<file path="src/rtl/signed_result_display_v.sv">
// signed_result_display_v
// Output stage behind signed_calc_v. It captures an 8-bit result and converts
// it to sign plus three BCD digits with a multi-cycle double-dabble. The value
// is then scanned onto a 4-digit common-anode seven-segment display.
// Optional build macro: SIGNED_RESULT_ZERO_BLANK_EN enables leading-zero
// blanking of the hundreds and tens digits.
module signed_result_display_v #(
    parameter int SCAN_DIV = 50000
) (
    input  logic       i_clk,
    input  logic       i_rst_n,
    input  logic [7:0] i_fu,
    input  logic       i_signed,
    input  logic       i_load,
    output logic       o_busy,
    output logic       o_done,
    output logic [6:0] o_seg,
    output logic [3:0] o_an,
    output logic       o_dp
);

    typedef enum logic [1:0] {
        IDLE = 2'd0,
        CONV = 2'd1,
        DONE = 2'd2
    } state_t;

    // Internal digit codes: 0..9 are numerals, plus two symbols.
    localparam logic [3:0] CODE_MINUS = 4'hA;
    localparam logic [3:0] CODE_BLANK = 4'hF;

    localparam int PW = (SCAN_DIV > 2) ? $clog2(SCAN_DIV) : 1;
    localparam logic [PW-1:0] PRESC_MAX = PW'(SCAN_DIV - 1);

    state_t      state_reg, state_next;
    logic        neg_reg, neg_next;
    logic [7:0]  mag_reg, mag_next;
    logic [11:0] bcd_reg, bcd_next;
    logic [2:0]  step_reg, step_next;
    logic        done_reg, done_next;

    logic        disp_neg_reg, disp_neg_next;
    logic [3:0]  disp_hun_reg, disp_hun_next;
    logic [3:0]  disp_ten_reg, disp_ten_next;
    logic [3:0]  disp_unit_reg, disp_unit_next;

    logic [PW-1:0] presc_reg;
    logic [1:0]    idx_reg;
    logic [6:0]    seg_reg;
    logic [3:0]    an_reg;

    logic [11:0] bcd_adj;
    logic [19:0] dd_shifted;
    logic [7:0]  load_mag;
    logic        load_neg;
    logic        hun_blank;
    logic        ten_blank;
    logic [3:0]  digit_code;

    // Active-low gfedcba pattern for an internal digit code.
    function automatic logic [6:0] seg_decode(input logic [3:0] code);
        logic [6:0] seg;
        case (code)
            4'd0:       seg = 7'b1000000;
            4'd1:       seg = 7'b1111001;
            4'd2:       seg = 7'b0100100;
            4'd3:       seg = 7'b0110000;
            4'd4:       seg = 7'b0011001;
            4'd5:       seg = 7'b0010010;
            4'd6:       seg = 7'b0000010;
            4'd7:       seg = 7'b1111000;
            4'd8:       seg = 7'b0000000;
            4'd9:       seg = 7'b0010000;
            CODE_MINUS: seg = 7'b0111111;
            default:    seg = 7'b1111111;
        endcase
        return seg;
    endfunction

    // Double-dabble correction: each BCD nibble of 5 or more gets +3 before the shift.
    genvar gi;
    generate
        for (gi = 0; gi < 3; gi++) begin : g_adj
            assign bcd_adj[gi*4 +: 4] = (bcd_reg[gi*4 +: 4] >= 4'd5)
                                        ? bcd_reg[gi*4 +: 4] + 4'd3
                                        : bcd_reg[gi*4 +: 4];
        end
    endgenerate

    // The BCD register and the binary magnitude shift left together as one
    // 20-bit word. The top BCD bit never overflows because the value is at most 255.
    assign dd_shifted = {bcd_adj[10:0], mag_reg, 1'b0};

    // Magnitude fits in 8 bits: the worst case is -128, which gives 8'h80 = 128.
    assign load_neg = i_signed & i_fu[7];
    assign load_mag = load_neg ? (8'd0 - i_fu) : i_fu;

    // State and datapath registers; reset aborts any conversion in flight.
    always_ff @(posedge i_clk) begin
        if (!i_rst_n) begin
            state_reg     <= IDLE;
            neg_reg       <= 1'b0;
            mag_reg       <= 8'd0;
            bcd_reg       <= 12'd0;
            step_reg      <= 3'd0;
            done_reg      <= 1'b0;
            disp_neg_reg  <= 1'b0;
            disp_hun_reg  <= 4'd0;
            disp_ten_reg  <= 4'd0;
            disp_unit_reg <= 4'd0;
        end else begin
            state_reg     <= state_next;
            neg_reg       <= neg_next;
            mag_reg       <= mag_next;
            bcd_reg       <= bcd_next;
            step_reg      <= step_next;
            done_reg      <= done_next;
            disp_neg_reg  <= disp_neg_next;
            disp_hun_reg  <= disp_hun_next;
            disp_ten_reg  <= disp_ten_next;
            disp_unit_reg <= disp_unit_next;
        end
    end

    // Next-state and datapath: capture in IDLE, 8 shift steps in CONV, publish in DONE.
    always_comb begin
        state_next     = state_reg;
        neg_next       = neg_reg;
        mag_next       = mag_reg;
        bcd_next       = bcd_reg;
        step_next      = step_reg;
        done_next      = 1'b0;
        disp_neg_next  = disp_neg_reg;
        disp_hun_next  = disp_hun_reg;
        disp_ten_next  = disp_ten_reg;
        disp_unit_next = disp_unit_reg;
        case (state_reg)
            IDLE: begin
                if (i_load) begin
                    neg_next   = load_neg;
                    mag_next   = load_mag;
                    bcd_next   = 12'd0;
                    step_next  = 3'd0;
                    state_next = CONV;
                end
            end
            CONV: begin
                bcd_next  = dd_shifted[19:8];
                mag_next  = dd_shifted[7:0];
                step_next = step_reg + 3'd1;
                if (step_reg == 3'd7) begin
                    state_next = DONE;
                end
            end
            DONE: begin
                disp_neg_next  = neg_reg;
                disp_hun_next  = bcd_reg[11:8];
                disp_ten_next  = bcd_reg[7:4];
                disp_unit_next = bcd_reg[3:0];
                done_next      = 1'b1;
                state_next     = IDLE;
            end
            default: begin
                state_next = IDLE;
            end
        endcase
    end

`ifdef SIGNED_RESULT_ZERO_BLANK_EN
    assign hun_blank = (disp_hun_reg == 4'd0);
    assign ten_blank = hun_blank && (disp_ten_reg == 4'd0);
`else
    assign hun_blank = 1'b0;
    assign ten_blank = 1'b0;
`endif

    // Select the code of the digit currently being scanned.
    always_comb begin
        digit_code = CODE_BLANK;
        case (idx_reg)
            2'd3: digit_code = disp_neg_reg ? CODE_MINUS : CODE_BLANK;
            2'd2: digit_code = hun_blank ? CODE_BLANK : disp_hun_reg;
            2'd1: digit_code = ten_blank ? CODE_BLANK : disp_ten_reg;
            default: digit_code = disp_unit_reg;
        endcase
    end

    // Scan prescaler and digit index, with registered anode and segment drive.
    always_ff @(posedge i_clk) begin
        if (!i_rst_n) begin
            presc_reg <= '0;
            idx_reg   <= 2'd0;
            an_reg    <= 4'b1110;
            seg_reg   <= 7'b1000000;
        end else begin
            if (presc_reg == PRESC_MAX) begin
                presc_reg <= '0;
                idx_reg   <= idx_reg + 2'd1;
            end else begin
                presc_reg <= presc_reg + 1'b1;
            end
            an_reg  <= ~(4'b0001 << idx_reg);
            seg_reg <= seg_decode(digit_code);
        end
    end

    assign o_busy = (state_reg != IDLE);
    assign o_done = done_reg;
    assign o_seg  = seg_reg;
    assign o_an   = an_reg;
    assign o_dp   = 1'b1;

endmodule

</file>
<file path="config.mk">
export PLATFORM = sky130hd
export DESIGN_NAME = signed_result_display_v
export DESIGN_NICKNAME = d
export VERILOG_FILES = /design/src/rtl/signed_result_display_v.sv
export SDC_FILE = /design/constraint.sdc
export NUM_CORES = 1
export LEC_CHECK = 0
export ABC_AREA = 0
export ABC_CLOCK_PERIOD_IN_PS = 2500
export CORE_UTILIZATION = 35
export DETAILED_ROUTE_END_ITERATION = 8
export SETUP_SLACK_MARGIN = 0.4
export SKIP_LAST_GASP = 1
export SYNTH_ARGS = -nofsm -noshare
export SYNTH_HDL_FRONTEND = slang
export SYNTH_SLANG_ARGS = --single-unit
</file>
<file path="constraint.sdc">
create_clock -name i_clk -period 2.5 [get_ports i_clk]
set_input_delay 0.25 -clock i_clk [delete_from_list [all_inputs] [get_ports i_clk]]
set_output_delay 0.25 -clock i_clk [all_outputs]
set_load 0.005 [all_outputs]
</file>
Word level (Yosys, flattened, before mapping)
Memory sizes are Yosys's and may differ from the RTL's. A register that Yosys moved wholly into a read port is not among the register bits.
Index checks and enable logic that the tools add are counted.
Operators by class
  add/sub/neg operators: 7
  order comparisons: 3
  eq/ne operators: 9
  shifts and indexed selects: 1
  mux-type cells: 16
  bitwise gates (word level): 3
  reduce and logical (&&, ||, !) cells: 8
Operator list (number)
  $pmux W12 S2: 1
  $add A16 B1 Y16 const B: 1
  $eq A16 B16 Y1 const B: 1
  $mux W8: 2
  $pmux W8 S2: 1
  $ge A4 B3 Y1 const B: 3
  $mux W12: 1
  $pmux W4 S3: 1
  $mux W3: 3
  $add A4 B2 Y4 const B: 2
  $mux W4: 2
  $sub A1 B8 Y8 const A: 1
  $eq A2 B2 Y1 const B: 3
  $pmux W3 S2: 1
  $reduce_and A2 Y1: 3
  $eq A2 B1 Y1 const B: 2
  $mux W2: 2
  $ne A2 B2 Y1 const B: 2
  $not A4 Y4: 1
  $pmux W2 S2: 1
  $reduce_bool A2 Y1: 2
  $shl A1 B2 Y4 const A: 1
  $add A3 B1 Y3 const B: 1
  $add A3 B2 Y3 const B: 1
  8 further kinds: 8
Word-level totals
  bits in registers: 62
  bits in read-only memories: 112
  input port bits: 12
  output and inout port bits: 14
  logic and storage cells: 61
  memories kept: 1
Memory list
  (no name shown): depth 16, bits a word 7, rd ports 1, clocked after Yosys merged registers in 1, write ports 0, RTL line 63  | case (code)

Logic depth before layout (Yosys ltp)
  depth after elaboration: 4
  depth in mapped cells: 9
  mapped depth without buffers: 8

Worst setup path after synthesis
OpenSTA, ideal clock, no wires.
  path type: register to register
  start point: reg idx_reg[0]
  end point: reg seg_reg[3], in the netlist o_seg[3]
  library setup time: 132 ps
  arrival time: 1617 ps
  required time: 2368 ps
  path slack: 751 ps
  cell stages (with the launch flop): 9
  path buffers: 1
  path through: dfxtp_1 inv_1 ha_1 buf_6 nor2_4 a32oi_2 ha_1 o21ai_0 a21oi_2
Between the ends
  word-level cells in the longest chain between the ends: 2
  elaborated cells between the ends (all ways): 4
  those cells by class: eq/ne: 3; mux: 1
Ends and longest elaborated chain
  from (decl): RTL line 48  | logic [1:0] idx_reg;
  from (signal assigned): RTL line 198  | idx_reg <= idx_reg + 2'd1;
  $eq A2 B1 Y1 or $eq A2 B2 Y1 (tied branches): RTL line 180  | case (idx_reg)
  $pmux W4 S3 (*): RTL line 180
  to (decl): RTL line 49  | logic [6:0] seg_reg;
Mark *: on every way between the ends. The rest lies on a longest branch, timed or not.
A chain may end at the register's enable or synchronous reset.

Worst setup path after layout
Same ends and word-level chain as after synthesis.

==> flow_summary_export.csv <==
group,metric,value,unit
outcome,status,"finished, final reports clean",
worst_setup_path,worstRegToRegCells,7,
worst_setup_path,cp-start-kind,"flip-flop",
placed_design,dp_slack,0.485,ns
placed_design,dpl.hpwl,4380,um
timing,tns,0,ns
floorplanning,rows,34,
logic_synthesis,ys_seq_area_share,42.3,%
finish,drive_above_1_share,8.03,%
timing,hold_viol,0,
timing,skew,0.00734,ns
floorplanning,die-height,98.6,um
routing,wl,6340,um
clock_tree,insertion_delay,0.34,ns
finish,largest_register_ffs,16,
clock_tree,cts_num_sinks,69,
clock_tree,clk_pin_slew,0.07,ns
clock_tree,cts_setup_buffers,0,
clock_tree,ctsResizeCount,0,
logic_synthesis,netlist_top_cells_count,"dfxtp_1 (69), nand2_1 (66), a21oi_1 (39)",
finish,nNetsFinal,438,
finish,finalNonFillerCells,519,
global_route,grt_usage,13.8,%
run,max_cap_violations,0,
logic_synthesis,synth_cells,390,
routing,drc,0,
timing,fmax,518,MHz
logic_synthesis,ys_seq_elements,69,
worst_setup_path,crit_required,2.73,ns
logic_synthesis,synth_flop_cell,"dfxtp_1",
worst_setup_path,critical_path_class,"flip-flop to flip-flop",
logic_synthesis,async_reset_ff_share,0,%
logic_synthesis,yosysTopAreaCellShare,42.3,%
routing,vias_per_cell,5.00,
clock_tree,ctsHtreeMaxLevel,3,
clock_tree,cts-root-buf,"clkbuf_8",
placed_design,io_buffers,24,
finish,n_antenna_cell,0,
logic_synthesis,synth_edf_count,0,
power,leakagePower,1.36,nW
logic_synthesis,synth_area_leaders,"dfxtp_1 (42%), nand2_1 (7.6%), ha_1 (6.9%), a21oi_1 (6.0%), nor2_1 (4.0%)",
hold_path,hold-path-cell-count,2,
logic_synthesis,synthesis.yosys.warnings,0,
routing,routedWlPerCell,12.2,um
logic_synthesis,syn_nets,420,
timing,timing.final.crit_share,77.3,%
clock_tree,cts_inserted_buffers,9,
clock_tree,cts_tree,"built",
power,peakVddDrop,186,uV
placed_design,routabilityCongestion,0.849,
timing,setup_viol,0,
floorplanning,die_w,98.6,um
worst_setup_path,path_max_fanout,8,
global_route,grt_max_degree,42,
placed_design,dp_cells,505,
routing,dr.pass1.iters,4,
timing,min_period,1.93,ns
timing,maxSlewHeadroom,47.1,%
timing,rsz0062_at_grt,"no",
worst_setup_path,cp.arrival,2.16,ns
timing,slew_violations,0,
power,power_density,544,mW/mm2
global_route,grt-ovfl-total,0,
timing,tightest_slew,0.792,ns
logic_synthesis,netlist_area,0.00327,mm2
hold_path,hp-class,"flip-flop to flip-flop",
floorplanning,core_area,0.00889,mm2
worst_setup_path,endpoint_kind,"flip-flop",
routing,drt-initial-drc-count,118,
floorplanning,ios,26,
clock_tree,ctsHoldBuffers,0,
logic_synthesis,synth_area_per_cell,8.37,um2
logic_synthesis,yosys.area.top_type,"dfxtp_1",
routing,ant_nets,0,
global_route,first_global_vias,2385,
timing,worst_slack,0.568,ns
finish,fillCellCount,902,
floorplanning,start_util,36.7,%
routing,vias,2596,
global_route,grt_pass1_wl,10800,um
clock_tree,cts_buffer_depth,2,
logic_synthesis,yosysMostFrequentCell,"dfxtp_1",
global_route,antenna_found_initial,0,
logic_synthesis,yosysUniqueCellTypes,49,
floorplanning,dieArea,0.00972,mm2
finish,layout-area-overhead-vs-synth,13.8,%
[logic make-up after synthesis]
kind of cell    count (synthesis)  share of synthesized area, %
other cells                     1                         0.115
flops                          69                          42.3
mux                             3                         0.958
buf+inv                        37                          5.44
fa+ha+maj                      18                          6.90
compound gates                 73                          14.1
simple gates                  164                          23.5
xor+xnor                       25                          6.70
[where the power goes]
part,switching (mW),internal (mW),total (mW)
sequential,0.0120,1.12,1.13
clock,0.415,0.343,0.758
combinational,0.0831,0.0512,0.134
[metrics by stage]
stage                     util (%)  instance area, um2  total power, mW  hold WS [ns]
after detailed placement      40.0                3560             1.29         0.448
after CTS                     41.8                3710             2.04         0.458
after floorplan                  -                3270             1.25         0.386
after global placement        40.0                3560             1.29         0.439
after global routing          41.8                3710             2.11         0.477
final                         41.8                3710             2.02         0.457
[layout by cell type, fill, tap and decap left out, drive strengths merged, types with 7 or more instances in the layout]
cell type,instances
nand2,67
dfxtp,69
xnor2,11
ha,18
nand2b,7
a31oi,7
inv,18
clkbuf,9
clkdlybuf4s50,24
a21oi,42
nand3,21
nor2,38
nor3,10
xor2,14
o21ai,9
[routing by layer]
| layer | track usage, % | vias to the layer above | wire length, um |
|---|---|---|---|
| li1 | - | 1345 | - |
| met1 | 17.5 | 1184 | 3170 |
| met2 | 22.4 | 55 | 2820 |
| met3 | 3.48 | 12 | 199 |
| met4 | 5.86 | 0 | 144 |
| met5 | 0 | - | 0 |
[worst max-delay path, cell delays in order, from the launching register on]
cell,delay (ns)
dfxtp_1,0.33
inv_1,0.14
ha_2,0.32
nor2_4,0.06
a32oi_2,0.36
ha_1,0.32
o21ai_0,0.21
a21oi_2,0.07
[layout make-up]
| type | count | area [um2] | share of cell area (%) |
|---|---|---|---|
| multi-input combinational | 284 | 1710 | 46.0 |
| tap | 108 | 135 | 3.64 |
| clock inverter | 5 | 30.0 | 0.808 |
| clock buffer | 9 | 124 | 3.33 |
| inverter | 18 | 67.6 | 1.82 |
| timing repair buffer | 26 | 268 | 7.21 |
| sequential | 69 | 1380 | 37.2 |
[path summary, 6_finish.rpt]
kind	startpoint	endpoint	slack, ns
worst min register to register	disp_unit_reg[1]$_SDFFE_PN0P_	disp_unit_reg[1]$_SDFFE_PN0P_	0.46
worst max register to register	idx_reg[0]$_SDFFE_PN0N_	o_seg[3]$_SDFF_PN0_	0.57
worst max-delay path	idx_reg[0]$_SDFFE_PN0N_	o_seg[3]$_SDFF_PN0_	0.57
worst min-delay path	disp_unit_reg[1]$_SDFFE_PN0P_	disp_unit_reg[1]$_SDFFE_PN0P_	0.46
Note: power is estimated with default switching activity, not from simulation.
